### src/rtl/ro_scheduler_if.sv
// rtl/ro_scheduler_if.sv - readout scheduler signal bundle
//
// Groups the run request, mask, shared readout line and all scheduler
// outputs into one bundle.
//   master : drives en, ch_mask, din; observes slot, frame and capture outputs
//   slave  : the scheduler itself
interface ro_scheduler_if #(
    parameter int NCH = 17,
    parameter int CW  = 5
);
    logic           en;
    logic [NCH-1:0] ch_mask;
    logic           din;
    logic [NCH-1:0] grant;
    logic [CW-1:0]  slot_ch;
    logic           slot_valid;
    logic [NCH-1:0] gray_cnt;
    logic           frame_sync;
    logic           dout;
    logic [CW-1:0]  dout_ch;
    logic           dout_valid;
    logic           busy;

    modport master (
        output en, ch_mask, din,
        input  grant, slot_ch, slot_valid, gray_cnt, frame_sync,
        input  dout, dout_ch, dout_valid, busy
    );

    modport slave (
        input  en, ch_mask, din,
        output grant, slot_ch, slot_valid, gray_cnt, frame_sync,
        output dout, dout_ch, dout_valid, busy
    );
endinterface

### src/rtl/ro_scheduler.sv
// rtl/ro_scheduler.sv - Gray-code time-division readout scheduler
//
// Each clock in RUN/DRAIN one channel owns the shared readout line: the
// channel whose Gray bit toggles on that counter step. Channel 0 gets every
// other slot, each higher channel half the rate of the one below.
//   clk_ext    : single clock, rising edge
//   rstb       : asynchronous active-low reset
//   bus.en     : level run request
//   bus.ch_mask: per-channel slot enable
//   bus.din    : shared readout line
//   bus.grant/slot_ch/slot_valid/gray_cnt : current slot
//   bus.frame_sync : preamble marker
//   bus.dout/dout_ch/dout_valid : din captured one cycle after each slot
//   bus.busy   : not IDLE
module ro_scheduler #(
    parameter int NCH     = 17,
    parameter int PRE_LEN = 4,
    parameter int CW      = 5
) (
    input  logic          clk_ext,
    input  logic          rstb,
    ro_scheduler_if.slave bus
);
    localparam int PW = (PRE_LEN > 1) ? $clog2(PRE_LEN) : 1;

    typedef enum logic [1:0] {IDLE, PRE, RUN, DRAIN} state_t;

    state_t         state_q, state_d;
    logic [NCH-1:0] b_q, b_d;
    logic [PW-1:0]  pre_q, pre_d;
    logic [NCH-1:0] gray_q, gray_d;
    logic [NCH-1:0] grant_q, grant_d;
    logic [CW-1:0]  slot_ch_q, slot_ch_d;
    logic           slot_valid_q, slot_valid_d;
    logic           wrap_q, wrap_d;
    logic           dout_q, dout_d;
    logic [CW-1:0]  dout_ch_q, dout_ch_d;
    logic           dout_valid_q, dout_valid_d;

    logic [NCH-1:0] b_inc;
    logic [NCH-1:0] toggle;
    logic [CW-1:0]  toggle_idx;
    logic           issue;

    function automatic logic [NCH-1:0] to_gray(input logic [NCH-1:0] v);
        return v ^ (v >> 1);
    endfunction

    always_ff @(posedge clk_ext or negedge rstb) begin
        if (!rstb) begin
            state_q      <= IDLE;
            b_q          <= '0;
            pre_q        <= '0;
            gray_q       <= '0;
            grant_q      <= '0;
            slot_ch_q    <= '0;
            slot_valid_q <= 1'b0;
            wrap_q       <= 1'b0;
            dout_q       <= 1'b0;
            dout_ch_q    <= '0;
            dout_valid_q <= 1'b0;
        end else begin
            state_q      <= state_d;
            b_q          <= b_d;
            pre_q        <= pre_d;
            gray_q       <= gray_d;
            grant_q      <= grant_d;
            slot_ch_q    <= slot_ch_d;
            slot_valid_q <= slot_valid_d;
            wrap_q       <= wrap_d;
            dout_q       <= dout_d;
            dout_ch_q    <= dout_ch_d;
            dout_valid_q <= dout_valid_d;
        end
    end

    always_comb begin
        b_inc  = b_q + NCH'(1);
        toggle = to_gray(b_inc) ^ to_gray(b_q);
        toggle_idx = '0;
        for (int i = 0; i < NCH; i++) begin
            if (toggle[i]) toggle_idx = CW'(i);
        end

        state_d      = state_q;
        b_d          = b_q;
        pre_d        = pre_q;
        grant_d      = '0;
        slot_ch_d    = '0;
        slot_valid_d = 1'b0;
        wrap_d       = 1'b0;
        issue        = 1'b0;

        // Capture stage: always one cycle behind the slot; masked slots keep dout.
        dout_valid_d = slot_valid_q;
        dout_ch_d    = slot_ch_q;
        dout_d       = slot_valid_q ? bus.din : dout_q;

        case (state_q)
            IDLE: begin
                if (bus.en) begin
                    state_d = PRE;
                    b_d     = '0;
                    pre_d   = '0;
                end
            end
            PRE: begin
                if (!bus.en) begin
                    state_d = IDLE;
                end else if (pre_q == PW'(PRE_LEN - 1)) begin
                    // The edge that ends the preamble already issues slot 0.
                    state_d = RUN;
                    issue   = 1'b1;
                end else begin
                    pre_d = pre_q + PW'(1);
                end
            end
            RUN: begin
                issue = 1'b1;
                if (!bus.en) state_d = DRAIN;
            end
            DRAIN: begin
                // wrap_q marks that the slot on display is the frame's wrap slot,
                // so the stop lands exactly on the frame boundary.
                if (bus.en) begin
                    state_d = RUN;
                    issue   = 1'b1;
                end else if (wrap_q) begin
                    state_d = IDLE;
                end else begin
                    issue = 1'b1;
                end
            end
            default: state_d = IDLE;
        endcase

        if (issue) begin
            b_d          = b_inc;
            grant_d      = toggle & bus.ch_mask;
            slot_ch_d    = toggle_idx;
            slot_valid_d = |(toggle & bus.ch_mask);
            wrap_d       = &b_q;
        end

        gray_d = to_gray(b_d);
    end

    assign bus.grant      = grant_q;
    assign bus.slot_ch    = slot_ch_q;
    assign bus.slot_valid = slot_valid_q;
    assign bus.gray_cnt   = gray_q;
    assign bus.frame_sync = (state_q == PRE);
    assign bus.dout       = dout_q;
    assign bus.dout_ch    = dout_ch_q;
    assign bus.dout_valid = dout_valid_q;
    assign bus.busy       = (state_q != IDLE);
endmodule
### src/flat_wrapper.sv
// flat-port wrapper written by rule: the top's interface ports become plain ports
module ro_scheduler_flat 
#(
    parameter int NCH     = 17,
    parameter int PRE_LEN = 4,
    parameter int CW      = 5
)
  (clk_ext, rstb, bus_en, bus_ch_mask, bus_din, bus_grant, bus_slot_ch, bus_slot_valid, bus_gray_cnt, bus_frame_sync, bus_dout, bus_dout_ch, bus_dout_valid, bus_busy);
  ro_scheduler_if #(.NCH(NCH), .CW(CW)) bus_i ();
  input  logic clk_ext;
  input  logic rstb;
  input wire logic [$bits(bus_i.en)-1:0] bus_en;
  input wire logic [$bits(bus_i.ch_mask)-1:0] bus_ch_mask;
  input wire logic [$bits(bus_i.din)-1:0] bus_din;
  output wire logic [$bits(bus_i.grant)-1:0] bus_grant;
  output wire logic [$bits(bus_i.slot_ch)-1:0] bus_slot_ch;
  output wire logic [$bits(bus_i.slot_valid)-1:0] bus_slot_valid;
  output wire logic [$bits(bus_i.gray_cnt)-1:0] bus_gray_cnt;
  output wire logic [$bits(bus_i.frame_sync)-1:0] bus_frame_sync;
  output wire logic [$bits(bus_i.dout)-1:0] bus_dout;
  output wire logic [$bits(bus_i.dout_ch)-1:0] bus_dout_ch;
  output wire logic [$bits(bus_i.dout_valid)-1:0] bus_dout_valid;
  output wire logic [$bits(bus_i.busy)-1:0] bus_busy;
  assign bus_i.en = bus_en;
  assign bus_i.ch_mask = bus_ch_mask;
  assign bus_i.din = bus_din;
  assign bus_grant = bus_i.grant;
  assign bus_slot_ch = bus_i.slot_ch;
  assign bus_slot_valid = bus_i.slot_valid;
  assign bus_gray_cnt = bus_i.gray_cnt;
  assign bus_frame_sync = bus_i.frame_sync;
  assign bus_dout = bus_i.dout;
  assign bus_dout_ch = bus_i.dout_ch;
  assign bus_dout_valid = bus_i.dout_valid;
  assign bus_busy = bus_i.busy;
  ro_scheduler #(.NCH(NCH), .PRE_LEN(PRE_LEN), .CW(CW)) u_core (.clk_ext(clk_ext), .rstb(rstb), .bus(bus_i));
endmodule
### config.mk
export PLATFORM = sky130hd
export DESIGN_NAME = ro_scheduler_flat
export DESIGN_NICKNAME = d
export VERILOG_FILES = /design/src/rtl/ro_scheduler_if.sv /design/src/rtl/ro_scheduler.sv /design/src/flat_wrapper.sv
export SDC_FILE = /design/constraint.sdc
export NUM_CORES = 1
export LEC_CHECK = 0
export ABC_AREA = 1
export BUFFER_PORTS_ARGS = -buffer_cell sky130_fd_sc_hd__buf_2
export CORE_AREA = 2 2 74 104
export CTS_CLUSTER_DIAMETER = 150
export DETAILED_ROUTE_END_ITERATION = 7
export DIE_AREA = 0 0 76 106
export PLACE_DENSITY = 0.74
export SKIP_LAST_GASP = 1
export SYNTH_ARGS = -nofsm -noshare
export SYNTH_HDL_FRONTEND = slang
export SYNTH_SLANG_ARGS = --single-unit
### constraint.sdc
create_clock -name clk_ext -period 5.6 [get_ports clk_ext]
set_input_delay 1.12 -clock clk_ext [delete_from_list [all_inputs] [get_ports clk_ext]]
set_output_delay 1.12 -clock clk_ext [all_outputs]
set_load 0.1 [all_outputs]
==> metrics.yaml <==
fin_skew_ns: 0.009989
area_growth_pct: 17.94
finalHoldViolations: 0
max_slew_margin_pct: 45.90
nets: 508
hold_buffers: 0
status: "finished, final reports clean"
synthCells: 394
syn_nets: 432
cts_root_buffer: "clkbuf_8"
tns_ns: 0
cpPeakStageDelay_ns: 0.52
synth.avg_cell_area_sq_um: 8.993
rsz0062_at_grt: "false"
ir_drop_mv: 0.2508
grt_pass1_vias: 2917
pwr-share-comb_pct: 24.9
start_util_pct: 49.38
rows: 37
p_leak_nw: 2.518
clock.fmax_mhz: 343.3
core_area_sq_um: 7176
routed_via_density: 4.897
total_power_mw: 1.196
holdWs_ns: 0.3713
cell_internal_pwr_uw: 759.3
routedWlPerCell_microns: 13.00
ys.warnings.count: 0
crit_chain: "ha_1 > nand2_2 > nor2_4 > nand4_2 > nor2_1 > ha_1 > xor2_1 > xor2_1 > inv_1 > nand2_1 > nand2_1 > nor2_2 > nand3_1 > a21oi_1 > nor2_1"
layout_common_cells: "nand2_1 (108), buf_2 (69), dfrtp_1 (68)"
h-tree-depth: 3
fill_cells: 656
die_w_microns: 76
finalSetupViolations: 0
dr.pass1.iters: 4
regArea_sq_um: 1702
finalMaxSlewViolations: 0
layout_min_cycle_time_ns: 2.913
drcViolationCount: 0
synth.cell_area_sq_um: 3543
track_usage_pct: 19.88
cp_top_family: "simple AND/OR/NAND/NOR gates"
maxCapViolCount: 0
layout_setup_ws_ns: 2.687
vias: 2801
hp-class: "register to register"
cp_slowest_cell: "dfrtp_1"
clkLatencyLatePin_ns: 0.35
powerDensity_nw_per_um2: 286.3
p_clk_share_pct: 30.4
cp-end-kind: "register"
ys_types: 37
seqPwrFrac_pct: 44.7
yosys_register_bits: 68
n_antenna_cell: 0
worstPathRequired_ns: 5.81
pre_cts_ws_ns: 2.386
switching_share_pct: 36.53
die_h_microns: 106
grt_pass1_wl_microns: 12670
cts_buffers: 9
path_max_fanout: 9
die-area_sq_um: 8056
power.switching_uw: 437.0
postCtsSetupBuffers: 0
clk_path_buf_depth: 2
worstMarginPinSlew_ns: 0.8116
io_buffers: 69
post_cts_resized: 0
dr.first_iter.drc_count: 144
antenna_found_initial: 0
overflow: 0
ant_nets: 0
cp-start-kind: "register"
cts_tree: "done"
crit_arrival_ns: 3.12
grt_max_degree: 69
multi_input_area_sq_um: 1650
hpwlAfterDp_microns: 5836
period_share_pct: 52.02
routed_wl_microns: 7434
io_pins: 70
gp_congestion: 0.8881
layout-drive-gt1-share_pct: 23.79
yosysSeqAreaShare_pct: 48.02
crit_type: "register to register"
final_common_cell: "nand2_1"
clock-sinks: 68
crit_buf_inv: 1
clk_pin_slew_ns: 0.07
flip-flops by register name, summed over array words and instances (netlist names), 2 cells and up, named ones only:
signal               cells
u_core.bus.gray_cnt     16
u_core.pre_q             2
u_core.bus.grant        17
u_core.bus.slot_ch       5
u_core.bus.dout_ch       5
u_core.b_q              17
power groups by stage:
| stage | Combinational (mW) | Sequential (mW) | Clock [mW] |
|---|---|---|---|
| floorplan | 0.174 | 0.602 | 0 |
| global placement | 0.292 | 0.542 | 0 |
| detailed placement | 0.299 | 0.544 | 0 |
| CTS | 0.299 | 0.534 | 0.375 |
| global route | 0.321 | 0.538 | 0.395 |
| finish | 0.298 | 0.534 | 0.364 |
final cells by class:
cell class | count | area share, %
inverters | 44 | 3.952
clock buffers | 11 | 3.623
flip-flops and latches | 68 | 40.72
well taps | 97 | 2.904
clock inverters | 5 | 0.8683
repair buffers | 70 | 8.443
multi-input cells | 277 | 39.49
worst register-to-register path, cell delays in order, from the launching register on:
cell and delay [ns]:
dfrtp_1 0.52, ha_1 0.32, nand2_2 0.11, nor2_4 0.20
nand4_2 0.13, nor2_1 0.13, ha_1 0.26, xor2_1 0.34
xor2_1 0.22, inv_1 0.06, nand2_1 0.07, nand2_1 0.06
nor2_2 0.11, nand3_1 0.07, a21oi_1 0.12, nor2_1 0.05
Yosys cell counts:
library cell  instances  area, sq um
nand2_1             108        405.4
dfrtp_1              68         1702
inv_1                40        150.1
xor2_1               34        297.8
nor2_1               33        123.9
nand3_1              23        115.1
ha_1                 17        212.7
o21ai_0              10        50.05
o22ai_1               7        43.79
a21oi_1               6        30.03
nand2_2               6        37.54
inv_2                 4        15.01
nand4_1               3        18.77
or2_1                 3        18.77
xnor2_1               3        26.28
xor2_2                3        48.80
a22o_1                2        17.52
buf_4                 2        15.01
clkbuf_1              2        7.510
nand4_2               2        25.02
o22ai_2               2        25.02
a21o_1                1        7.510
a21oi_2               1        8.760
a21oi_4               1        16.27
a31oi_1               1        6.260
and2_1                1        6.260
buf_1                 1        3.750
mux2_2                1        11.26
nand2_4               1        11.26
nand3_2               1        10.01
nand3b_1              1        7.510
nor2_2                1        6.260
nor2_4                1        11.26
nor2_8                1        20.02
o221ai_1              1        8.760
or2_2                 1        6.260
xnor2_2               1        16.27
routing by layer:
| layer | share of wire (%) | track usage (%) | vias to the layer above |
|---|---|---|---|
| li1 | - | - | 1397 |
| met1 | 41 | 23.15 | 1304 |
| met2 | 51 | 34.12 | 75 |
| met3 | 4.0 | 2.632 | 25 |
| met4 | 3.7 | 13.64 | 0 |
| met5 | 0 | 0 | - |
cells by family (layout without fill, tap and decap cells):
family / after synthesis / in the layout / share of synthesized area [%]
AOI/OAI and AO/OA: 32 / 32 / 6.039
xor gates and xnor gates: 41 / 41 / 10.98
adders and majority gates: 17 / 17 / 6.003
buffers and inverters: 49 / 130 / 5.402
DFF: 68 / 68 / 48.02
muxes: 1 / 1 / 0.3178
and+or+nand+nor: 186 / 186 / 23.24
worst paths after layout:
path,end,slack [ns],cells past startpoint,from
max in group asynchronous,u_core.bus.grant[0],4.11,2,rstb
worst max-delay path,u_core.bus.slot_valid,2.69,15,u_core.b_q[0]
worst max register to register,u_core.bus.slot_valid,2.69,15,u_core.b_q[0]
min in group asynchronous,u_core.bus.grant[5],0.93,2,rstb
worst min-delay path,u_core.bus.dout_ch[1],0.37,0,u_core.bus.slot_ch[1]
worst min register to register,u_core.bus.dout_ch[1],0.37,0,u_core.bus.slot_ch[1]
metrics by stage:
| step | util [%] | std cells | instance area (sq um) |
|---|---|---|---|
| 6_report | 58.24 | 572 | 4179 |
| 3_5_place_dp | 55.62 | 556 | 3991 |
| 3_3_place_gp | 55.62 | 556 | 3991 |
| 4_1_cts | 58.24 | 572 | 4179 |
| 5_1_grt | 58.24 | 572 | 4179 |
| 2_1_floorplan | - | 394 | 3543 |
(Power assumes the default switching activity.)
